==> src/rtl/multi_dataflow_ctrl_fsm.sv <==
// Control FSM for the multi_dataflow engine: sequences N_IN sources and N_OUT sinks
// through a multi-iteration job, counts per-sink output beats and flags job completion.
module multi_dataflow_ctrl_fsm #(
    parameter int  N_IN    = 1,
    parameter int  N_OUT   = 1,
    parameter int  CNT_LEN = 1024,
    parameter int  ITER_W  = 16,
    localparam int CNT_W   = $clog2(CNT_LEN) + 1
) (
    input  logic                     clk_i,
    input  logic                     rst_ni,
    input  logic                     clear_i,
    input  logic                     start_i,
    input  logic [ITER_W-1:0]        nb_iter_i,
    input  logic [N_IN-1:0]          src_en_i,
    input  logic [N_OUT-1:0]         sink_en_i,
    input  logic [N_OUT*CNT_W-1:0]   cnt_limit_i,
    input  logic [N_IN-1:0]          src_ready_i,
    input  logic [N_IN-1:0]          src_done_i,
    input  logic [N_OUT-1:0]         sink_ready_i,
    input  logic [N_OUT-1:0]         sink_done_i,
    input  logic [N_OUT-1:0]         out_hs_i,
    input  logic                     kernel_done_i,
    output logic [N_IN-1:0]          src_start_o,
    output logic [N_OUT-1:0]         sink_start_o,
    output logic                     kernel_start_o,
    output logic                     engine_clear_o,
    output logic                     engine_enable_o,
    output logic [N_OUT*CNT_W-1:0]   cnt_o,
    output logic [ITER_W-1:0]        iter_idx_o,
    output logic                     busy_o,
    output logic                     done_o,
    output logic [2:0]               state_o
);

    typedef enum logic [2:0] {
        IDLE      = 3'd0,
        START     = 3'd1,
        COMPUTE   = 3'd2,
        WAIT      = 3'd3,
        UPDATEIDX = 3'd4,
        TERMINATE = 3'd5
    } state_e;

    state_e                        state_q, state_d;
    logic [ITER_W-1:0]             iter_idx_q, iter_idx_d;
    logic [ITER_W-1:0]             nb_iter_q, nb_iter_d;
    logic [N_IN-1:0]               src_en_q, src_en_d;
    logic [N_OUT-1:0]              sink_en_q, sink_en_d;
    logic [N_OUT-1:0][CNT_W-1:0]   limit_q, limit_d;
    logic [N_OUT-1:0][CNT_W-1:0]   cnt_q, cnt_d;
    logic                          kdone_q, kdone_d;
    logic [N_IN-1:0]               src_done_q, src_done_d;
    logic [N_OUT-1:0]              sink_done_q, sink_done_d;

    logic                          src_ready_ok, sink_ready_ok;
    logic                          src_done_ok, sink_done_ok;
    logic                          fire;
    logic [N_OUT-1:0]              sink_cmp;
    logic [ITER_W-1:0]             iter_inc;

    always_comb begin
        src_ready_ok  = &(src_ready_i | ~src_en_q);
        sink_ready_ok = &(sink_ready_i | ~sink_en_q);
        src_done_ok   = &(src_done_q | ~src_en_q);
        sink_done_ok  = &(sink_done_q | ~sink_en_q);
        fire          = (state_q == START) && src_ready_ok && sink_ready_ok && !clear_i;
        iter_inc      = iter_idx_q + ITER_W'(1);
        for (int k = 0; k < N_OUT; k++) begin
            sink_cmp[k] = ~sink_en_q[k] | (cnt_q[k] == limit_q[k]);
        end

        state_d     = state_q;
        iter_idx_d  = iter_idx_q;
        nb_iter_d   = nb_iter_q;
        src_en_d    = src_en_q;
        sink_en_d   = sink_en_q;
        limit_d     = limit_q;
        cnt_d       = cnt_q;
        kdone_d     = kdone_q;
        src_done_d  = src_done_q;
        sink_done_d = sink_done_q;

        // Done flags are sticky from START onward so early pulses are never lost
        if (state_q inside {START, COMPUTE, WAIT}) begin
            src_done_d  = src_done_q | src_done_i;
            sink_done_d = sink_done_q | sink_done_i;
        end
        if (state_q inside {START, COMPUTE}) begin
            kdone_d = kdone_q | kernel_done_i;
        end

        case (state_q)
            IDLE: begin
                if (start_i) begin
                    nb_iter_d   = (nb_iter_i == '0) ? ITER_W'(1) : nb_iter_i;
                    src_en_d    = src_en_i;
                    sink_en_d   = sink_en_i;
                    limit_d     = cnt_limit_i;
                    iter_idx_d  = '0;
                    kdone_d     = 1'b0;
                    src_done_d  = '0;
                    sink_done_d = '0;
                    state_d     = START;
                end
            end
            START: begin
                if (fire) begin
                    cnt_d   = '0;
                    state_d = COMPUTE;
                end
            end
            COMPUTE: begin
                for (int k = 0; k < N_OUT; k++) begin
                    if (out_hs_i[k] && sink_en_q[k] && (cnt_q[k] < limit_q[k])) begin
                        cnt_d[k] = cnt_q[k] + CNT_W'(1);
                    end
                end
                if ((&sink_cmp) && kdone_q) begin
                    state_d = WAIT;
                end
            end
            WAIT: begin
                if (src_done_ok && sink_done_ok) begin
                    state_d = UPDATEIDX;
                end
            end
            UPDATEIDX: begin
                if (iter_inc == nb_iter_q) begin
                    state_d = TERMINATE;
                end else begin
                    iter_idx_d  = iter_inc;
                    kdone_d     = 1'b0;
                    src_done_d  = '0;
                    sink_done_d = '0;
                    state_d     = START;
                end
            end
            TERMINATE: begin
                state_d = IDLE;
            end
            default: begin
                state_d = IDLE;
            end
        endcase

        if (clear_i) begin
            state_d     = IDLE;
            iter_idx_d  = '0;
            nb_iter_d   = '0;
            src_en_d    = '0;
            sink_en_d   = '0;
            limit_d     = '0;
            cnt_d       = '0;
            kdone_d     = 1'b0;
            src_done_d  = '0;
            sink_done_d = '0;
        end
    end

    always_ff @(posedge clk_i or negedge rst_ni) begin
        if (!rst_ni) begin
            state_q     <= IDLE;
            iter_idx_q  <= '0;
            nb_iter_q   <= '0;
            src_en_q    <= '0;
            sink_en_q   <= '0;
            limit_q     <= '0;
            cnt_q       <= '0;
            kdone_q     <= 1'b0;
            src_done_q  <= '0;
            sink_done_q <= '0;
        end else begin
            state_q     <= state_d;
            iter_idx_q  <= iter_idx_d;
            nb_iter_q   <= nb_iter_d;
            src_en_q    <= src_en_d;
            sink_en_q   <= sink_en_d;
            limit_q     <= limit_d;
            cnt_q       <= cnt_d;
            kdone_q     <= kdone_d;
            src_done_q  <= src_done_d;
            sink_done_q <= sink_done_d;
        end
    end

    // Start pulses are Mealy on the ready handshake so they coincide with the cycle readies are seen
    assign src_start_o     = fire ? src_en_q : '0;
    assign sink_start_o    = fire ? sink_en_q : '0;
    assign kernel_start_o  = fire;
    assign engine_clear_o  = fire;
    assign engine_enable_o = (state_q == COMPUTE) || (state_q == WAIT);
    assign cnt_o           = cnt_q;
    assign iter_idx_o      = iter_idx_q;
    assign busy_o          = (state_q != IDLE);
    assign done_o          = (state_q == TERMINATE);
    assign state_o         = state_q;

endmodule

==> config.mk <==
export PLATFORM = sky130hd
export DESIGN_NAME = multi_dataflow_ctrl_fsm
export DESIGN_NICKNAME = d
export VERILOG_FILES = /design/src/rtl/multi_dataflow_ctrl_fsm.sv
export SDC_FILE = /design/constraint.sdc
export NUM_CORES = 1
export LEC_CHECK = 0
export CAP_MARGIN = 10
export CORE_MARGIN = 2
export CORE_UTILIZATION = 25
export DETAILED_ROUTE_END_ITERATION = 7
export GPL_TIMING_DRIVEN = 1
export PLACE_DENSITY = 0.52
export SLEW_MARGIN = 25
export SYNTH_ARGS = -nofsm -noshare
export SYNTH_HDL_FRONTEND = slang
export SYNTH_SLANG_ARGS = --single-unit
==> constraint.sdc <==
create_clock -name clk_i -period 2.8 [get_ports clk_i]
set_input_delay 0.28 -clock clk_i [delete_from_list [all_inputs] [get_ports clk_i]]
set_output_delay 0.28 -clock clk_i [all_outputs]
set_load 0.1 [all_outputs]
==> impl_metrics.yaml <==
outcome:
  status: "complete, no violations"
synthesis:
  synthCells: 437
  synth-main-ff-cell: "dfrtp_1"
  synth_area_um2: 3800
  synth_enable_flop_cells: 0
  synth.yosys.warnings: 0
  synth_compound_area_share_pct: 17.2
  synth_cell_types: 54
  ys_ff_latch: 62
  synth.avg_cell_area_um2: 8.70
  muxShareOfSynthArea_pct: 1.32
  synth-xor-area-share_pct: 7.14
  synth-seq-area-share_pct: 40.8
  synth.net_count: 489
  synthAdderAreaFrac_pct: 4.28
  synthArstFlopShare_pct: 100
  synth-simple-area-share_pct: 24.7
  synth_top_family_by_area: "simple AND/OR/NAND/NOR gates"
sta:
  fmax_ghz: 0.383
  worstMarginPinSlew_ps: 640
  slew_viol_final: 0
  fin_crit_ps: 2610
  hold_viol_final: 0
  skew_ps: 4.10
  rsz0062_at_grt: "no"
  max-slew-margin-rel_pct: 57.2
  tns_ps: 0
  fin_ws_ps: 188
  finalSetupViolations: 0
  period_share_pct: 93.3
placement:
  io_buffer_count: 75
  pre_cts_slack_ps: 54.7
  place_hpwl_um: 9070
  gp_congestion: 0.888
critical_path:
  path_class: "reg -> reg"
  crit_path_cell_trace: "ha_2 > nand3_1 > or3_4 > o31ai_2 > nand4b_4 > and2_2 > a21o_1 > a21o_1"
  cp-start-kind: "flop"
  arrival_ps: 2840
  slowest_stage: "or3_4"
  worst_setup_path_end_kind: "flop"
  slowest_delay_ps: 470
  cp_common_cell: "a21o_1"
  critPathMaxFanout: 8
  worst_ep_required_time_ps: 3020
final_layout:
  synthToLayoutAreaGrowth_pct: 38.3
  drive_gt1_share_pct: 22.0
  regArea_um2: 1580
  fillCellCount: 1518
  multi_input_area_um2: 2160
  diodes: 0
  nets: 579
die:
  row_count: 45
  dieWidth_um: 127
  ios: 76
  die_y_um: 127
  dieArea_um2: 16200
  start_util_pct: 25.3
  core_um2: 15000
drt:
  dr.first_iter.drc_count: 270
  drt-total-wl_um: 11900
  vias: 3592
  drc: 0
  dr.pass1.iters: 5
  ant_nets: 0
  viasPerCell: 4.99
  wl_per_cell_um: 16.5
pwr:
  leakage_nw: 2.26
  combPwrFrac_pct: 38.4
  clockPowerShare_pct: 31.3
  netSwitchingPower_mw: 1.40
  total_power_mw: 3.57
  p_seq_share_pct: 30.3
  intPower_mw: 2.17
  powerDensity_nw_per_um2: 679
  switching_share_pct: 39.1
  peakVddDrop_uv: 537
clock_tree:
  cts_tree: "yes"
  clkLatencyLatePin_ps: 330
  clkSinkCount: 62
  root_buffer: "clkbuf_16"
  h-tree-depth: 3
  cts.clk_slew.worst_paths_ps: 50
  numCtsBuffers: 9
  cts_max_path_buffers: 2
flow_run:
  drv_cap: 0
global_routing:
  grt.overflow.total: 0
  grt_first_pass_wirelength_um: 18700
  grt_max_degree: 63
  antenna_found_initial: 0
  grt_pass1_vias: 3504
  grt_usage_pct: 14.9
hold_path:
  hold_path.class: "in -> async"
## flip-flops by register name, indices dropped and copies added (netlist names)
name and count:
iter_idx_o 16, nb_iter_q 16, cnt_o 11, limit_q 11, state_o 3, kdone_q 1, sink_done_q 1, sink_en_q 1
src_done_q 1, src_en_q 1
## layout make-up
class,count,share of cell area [%]
Multi-Input combinational cell,333,41.1
Sequential cell,62,30.0
Timing Repair Buffer,99,17.1
Clock buffer,10,4.55
Tap cell,188,4.47
Inverter,22,1.57
Clock inverter,6,1.17
## kinds of logic (layout without fill, tap and decap cells)
group	after synthesis	count (layout)
adders and majority gates	13	13
muxes	5	5
and+or+nand+nor	183	183
xor gates and xnor gates	31	31
AOI/OAI and AO/OA	101	101
buffers and inverters	42	137
DFF	62	62
## timing repair
action	4_1_cts	5_1_grt
endpoints found under the hold margin	62	0
resized for setup	0	10
hold buffers	1	0
endpoints found under the setup margin	0	19
buffers inserted	0	2
## worst max-delay path, delay by kind of cell, from the launching register on
kind / cells / cell delay [ps]
AOI/OAI and AO/OA: 3 / 640
adders and majority gates: 1 / 250
DFF: 1 / 430
and+or+nand+nor: 4 / 1160
## per-layer routing
metal  track usage, %  vias to the layer above  part of all wire (%)
li1                 -                     1743                     -
met1             19.7                     1710                    46
met2             23.5                      112                    46
met3             3.14                       27                   4.8
met4             6.72                        0                   3.1
met5                0                        -                     0
## cells in the final DEF, fill, tap and decap left out, types with 7 or more instances in the layout
master / n
a31oi_1: 8
xor2_1: 8
clkbuf_16: 9
clkdlybuf4s50_1: 37
ha_1: 12
nand4_1: 8
nor4_1: 11
a21oi_1: 40
nor3_1: 12
nand2_1: 66
nor2b_1: 7
nand3_1: 17
buf_4: 55
xnor2_1: 22
dfrtp_2: 13
inv_1: 21
a22o_1: 11
dfrtp_1: 46
nor2_1: 29
o21ai_0: 10
## power groups by stage
stage          combinational, mW  clock, mW  sequential, mW
2_1_floorplan              0.842          0            1.19
3_3_place_gp                1.35          0            1.09
3_5_place_dp                1.36          0            1.10
4_1_cts                     1.36       1.15            1.08
5_1_grt                     1.50       1.18            1.09
6_report                    1.37       1.12            1.08
## path summary, 6_finish.rpt
check                           cells after the start            from  slack (ps)             end
worst max-delay path                                8   iter_idx_o[0]         190  iter_idx_o[14]
worst min-delay path                                3          rst_ni         490    nb_iter_q[5]
worst max register to register                      8   iter_idx_o[0]         190  iter_idx_o[14]
worst min register to register                      2      src_done_q         510      src_done_q
max in group asynchronous                           3          rst_ni        1980   iter_idx_o[4]
min in group clk_i                                  3  cnt_limit_i[6]         500      limit_q[6]
## cell usage after synthesis (4+ instances only)
master / n / area, um^2
nand2_1: 66 / 248
dfrtp_1: 62 / 1550
a21oi_1: 40 / 200
nor2_1: 30 / 113
inv_1: 22 / 82.6
xnor2_1: 22 / 193
nand3_1: 17 / 85.1
nor3_1: 14 / 70.1
ha_1: 13 / 163
clkbuf_1: 12 / 45.0
nor4_1: 12 / 75.1
a22o_1: 11 / 96.3
o21ai_0: 10 / 50.1
xor2_1: 9 / 78.8
a31oi_1: 8 / 50.1
nand4_1: 8 / 50.1
nor2b_1: 8 / 50.1
and3_1: 6 / 37.5
mux2i_1: 5 / 50.1
o211ai_1: 5 / 37.5
buf_2: 4 / 20.0
nor3b_1: 4 / 30.0
o21a_1: 4 / 30.0
or3_1: 4 / 25.0
## metrics by stage
step                area, um^2  hold slack, ps  util, %  std cells
floorplan                 3870           -15.6        -        437
global placement          4880             318     32.5        701
detailed placement        4880             325     32.5        701
CTS                       5190             490     34.6        718
global route              5260             509     35.0        720
finish                    5260             492     35.0        720
(Power assumes the default switching activity.)
==> patch (config.mk and constraints unchanged) <==
Reset style: synchronous (`rst_ni`), changed in one clocked block.
--- a/src/rtl/multi_dataflow_ctrl_fsm.sv
+++ b/src/rtl/multi_dataflow_ctrl_fsm.sv
@@ -158,7 +158,7 @@
         end
     end
 
-    always_ff @(posedge clk_i or negedge rst_ni) begin
+    always_ff @(posedge clk_i) begin
         if (!rst_ni) begin
             state_q     <= IDLE;
             iter_idx_q  <= '0;
Check against the original RTL: differs if rst_ni is asserted again (counterexample within 4 cycles, from zero or initial values and one cycle with rst_ni low); with rst_ni held inactive, the same outputs for 10 cycles.
==> patch against the unedited design <==
- design area down 5.7%
- sequential cell count stayed put
- count of clock-buffer cells in the layout up 6
- sequential share of layout area is 3.6 points lower
- fmax fell by 1.5%
- worst setup slack got worse by 41 ps
- global-route usage decreased by 0.098 points
- wire length down 8.8%
- hold slack worse by 36 ps
- synthesized area shrank 5.3%
- critical path type unchanged
- highest routed layer unchanged
Power is not compared: it rests on default switching activity, and its combinational part moved more than twofold at a synthesized area within 25%.
==> patch: results (changes against the unedited design) <==
| Metric | Value |
|---|---|
| Status | finished clean |
| CTS clock-pin slew for the worst setup and hold paths | 60 ps |
| Synth Area in Compound Gates | 0.1887 (+0.01691) |
| Largest net degree at the start of global routing | 30 (-52%) |
| Sequential fraction of the synthesis area | 0.3448 (-0.06336) |
| Vias in the first global route | 3,476 (-0.80%) |
| Synth async-reset ratio | 0 (-1.000) |
| Placement Cell Area | 4572 um2 (-6.4%) |
| Post-Synth Adder-Cell Area | 0.04519 (+0.002395) |
| Post-Place Setup Slack | 32.50 ps (-22.15 ps) |
| Synth Area in XOR/XNOR | 0.06569 (-0.005735) |
| Worst skew pair latency | 330 ps (about the same) |
| Count of cell types in the netlist | 55 (+1.9%) |
| Final Skew | 6.944 ps (+2.846 ps) |
| All-Layer GR Usage | 0.1480 (-0.0009835) |
| Worst Path Arrival | 2910 ps (+70 ps) |
| Mux cell area share after synthesis | 0.005561 (-0.007605) |
| Yosys warnings | 0 (unchanged) |
| CP Max Fanout | 6 (-2) |
| Crit path to | cnt_o[7] |
| H-tree Lvls | 3 (unchanged) |
| GPL Wtd Cong | 0.8313 (-6.4%) |
| HP Class | flip-flop to flip-flop |
| Router iterations before antenna repair | 4 (-1) |
| Number of fill cells | 1,468 (-3.3%) |
| Routed met3 length | 494 um (-13%) |
| Final HPWL DP | 8192 um (-9.7%) |
| Worst-Margin Slew | 656.7 ps (+16.36 ps) |
| Synth area leaders | dfxtp_1 34%, nand2_1 8.4%, a21oi_1 7.8% |
| Synth top cells by count | 81 x nand2_1, 62 x dfxtp_1, 56 x a21oi_1 |
| Final #Nets | 595 (+2.8%) |
| First-pass GRT wire length | 17,510 um (-6.6%) |
| Max VDD drop | 0.2474 mV |
| Max clock buf depth | 2 (unchanged) |
| Worst hold slack | 456.9 ps (-35.55 ps) |
| Number of DRC markers in iteration 0 | 209 (-23%) |
| Worst r2r path cells | 8 (unchanged) |
| Ys flop type | dfxtp_1 |
| Total number of vias | 3,583 (-0.25%) |
| Ant. Diodes | 0 (unchanged) |
| Share of post-route cells with drive strength above 1 | 0.2007 (-0.01919) |
| DRT Wirelength | 10,830 um (-8.8%) |
| Met1 Wirelength | 4865 um (-12%) |
| Clk root buf | clkbuf_16 |
| Met2 WL | 5290 um (-2.3%) |
| Worst Setup SP | cnt_o[8] |
| Period utilization | 0.9475 (+0.01452) |
| Num CTS Buffers | 9 (unchanged) |
| Synthesized Nets | 525 (+7.4%) |
| I/O Buffers | 75 (unchanged) |
| Max layer used | met4 |
| Area growth syn-to-layout | 37.71% |
patch: cell count changes in the layout (fill, tap and decap cells not counted), moves of 11 or more:
cell | before | now
dfrtp_1 | 46 | 0
dfxtp_1 | 0 | 37
a21oi_1 | 40 | 55
dfxtp_4 | 0 | 15
nand2_1 | 66 | 81
dfrtp_2 | 13 | 0
a22o_1 | 11 | 0
patch: worst min path at each step:
stage / cells past startpoint / slack [ps] / end
after floorplan: 2 / 420 / limit_q[10]
after global placement: 2 / 450 / limit_q[4]
after detailed placement: 2 / 450 / limit_q[5]
after CTS: 2 / 460 / limit_q[5]
after global routing: 2 / 470 / limit_q[5]
final: 2 / 460 / limit_q[5]
patch: kinds of logic after synthesis:
logic type / count (synthesis)
muxes: 2
DFF: 62
adders and majority gates: 13
buffers and inverters: 55
xor gates and xnor gates: 27
AOI/OAI and AO/OA: 110
and+or+nand+nor: 204
patch: critical path, cell delays in order (launching register included):
cell	delay, ps
dfxtp_4	360
ha_1	300
a21o_1	160
a21o_1	200
a2111oi_2	350
or4b_4	510
nand2_1	100
or3b_2	460
a21oi_2	140
patch: power groups by stage:
| stage | Clock (mW) | Sequential [mW] | Combinational (mW) |
|---|---|---|---|
| global placement | 0 | 0.920 | 0.300 |
| floorplan | 0 | 0.929 | 0.172 |
| detailed placement | 0 | 0.921 | 0.301 |
| CTS | 1.24 | 0.901 | 0.302 |
| finish | 1.21 | 0.902 | 0.305 |
| global route | 1.28 | 0.904 | 0.333 |
patch: repair_timing:
| item | in CTS | in global routing |
|---|---|---|
| resized for setup | 0 | 10 |
| setup buffers | 0 | 0 |
| setup endpoints to repair | 0 | 21 |
| hold buffers | 0 | 0 |
patch: layout make-up:
class	instances	area share
clock buffer	16	0.06764
sequential	62	0.2643
tap	180	0.04543
multi-input combinational	356	0.4374
inverter	23	0.01817
timing repair buffer	91	0.1671
patch: layer usage:
layer  GRT usage  up-vias
met1      0.1895     1692
li1            -     1798
met5           0        -
met2      0.2411       81
met3     0.02793       12
met4     0.06812        0
patch: metrics by stage:
step	std cells	setup TNS, ps
4_1_cts	728	0
3_5_place_dp	712	0
2_1_floorplan	473	0
3_3_place_gp	712	0
6_report	728	0
5_1_grt	728	-7.783
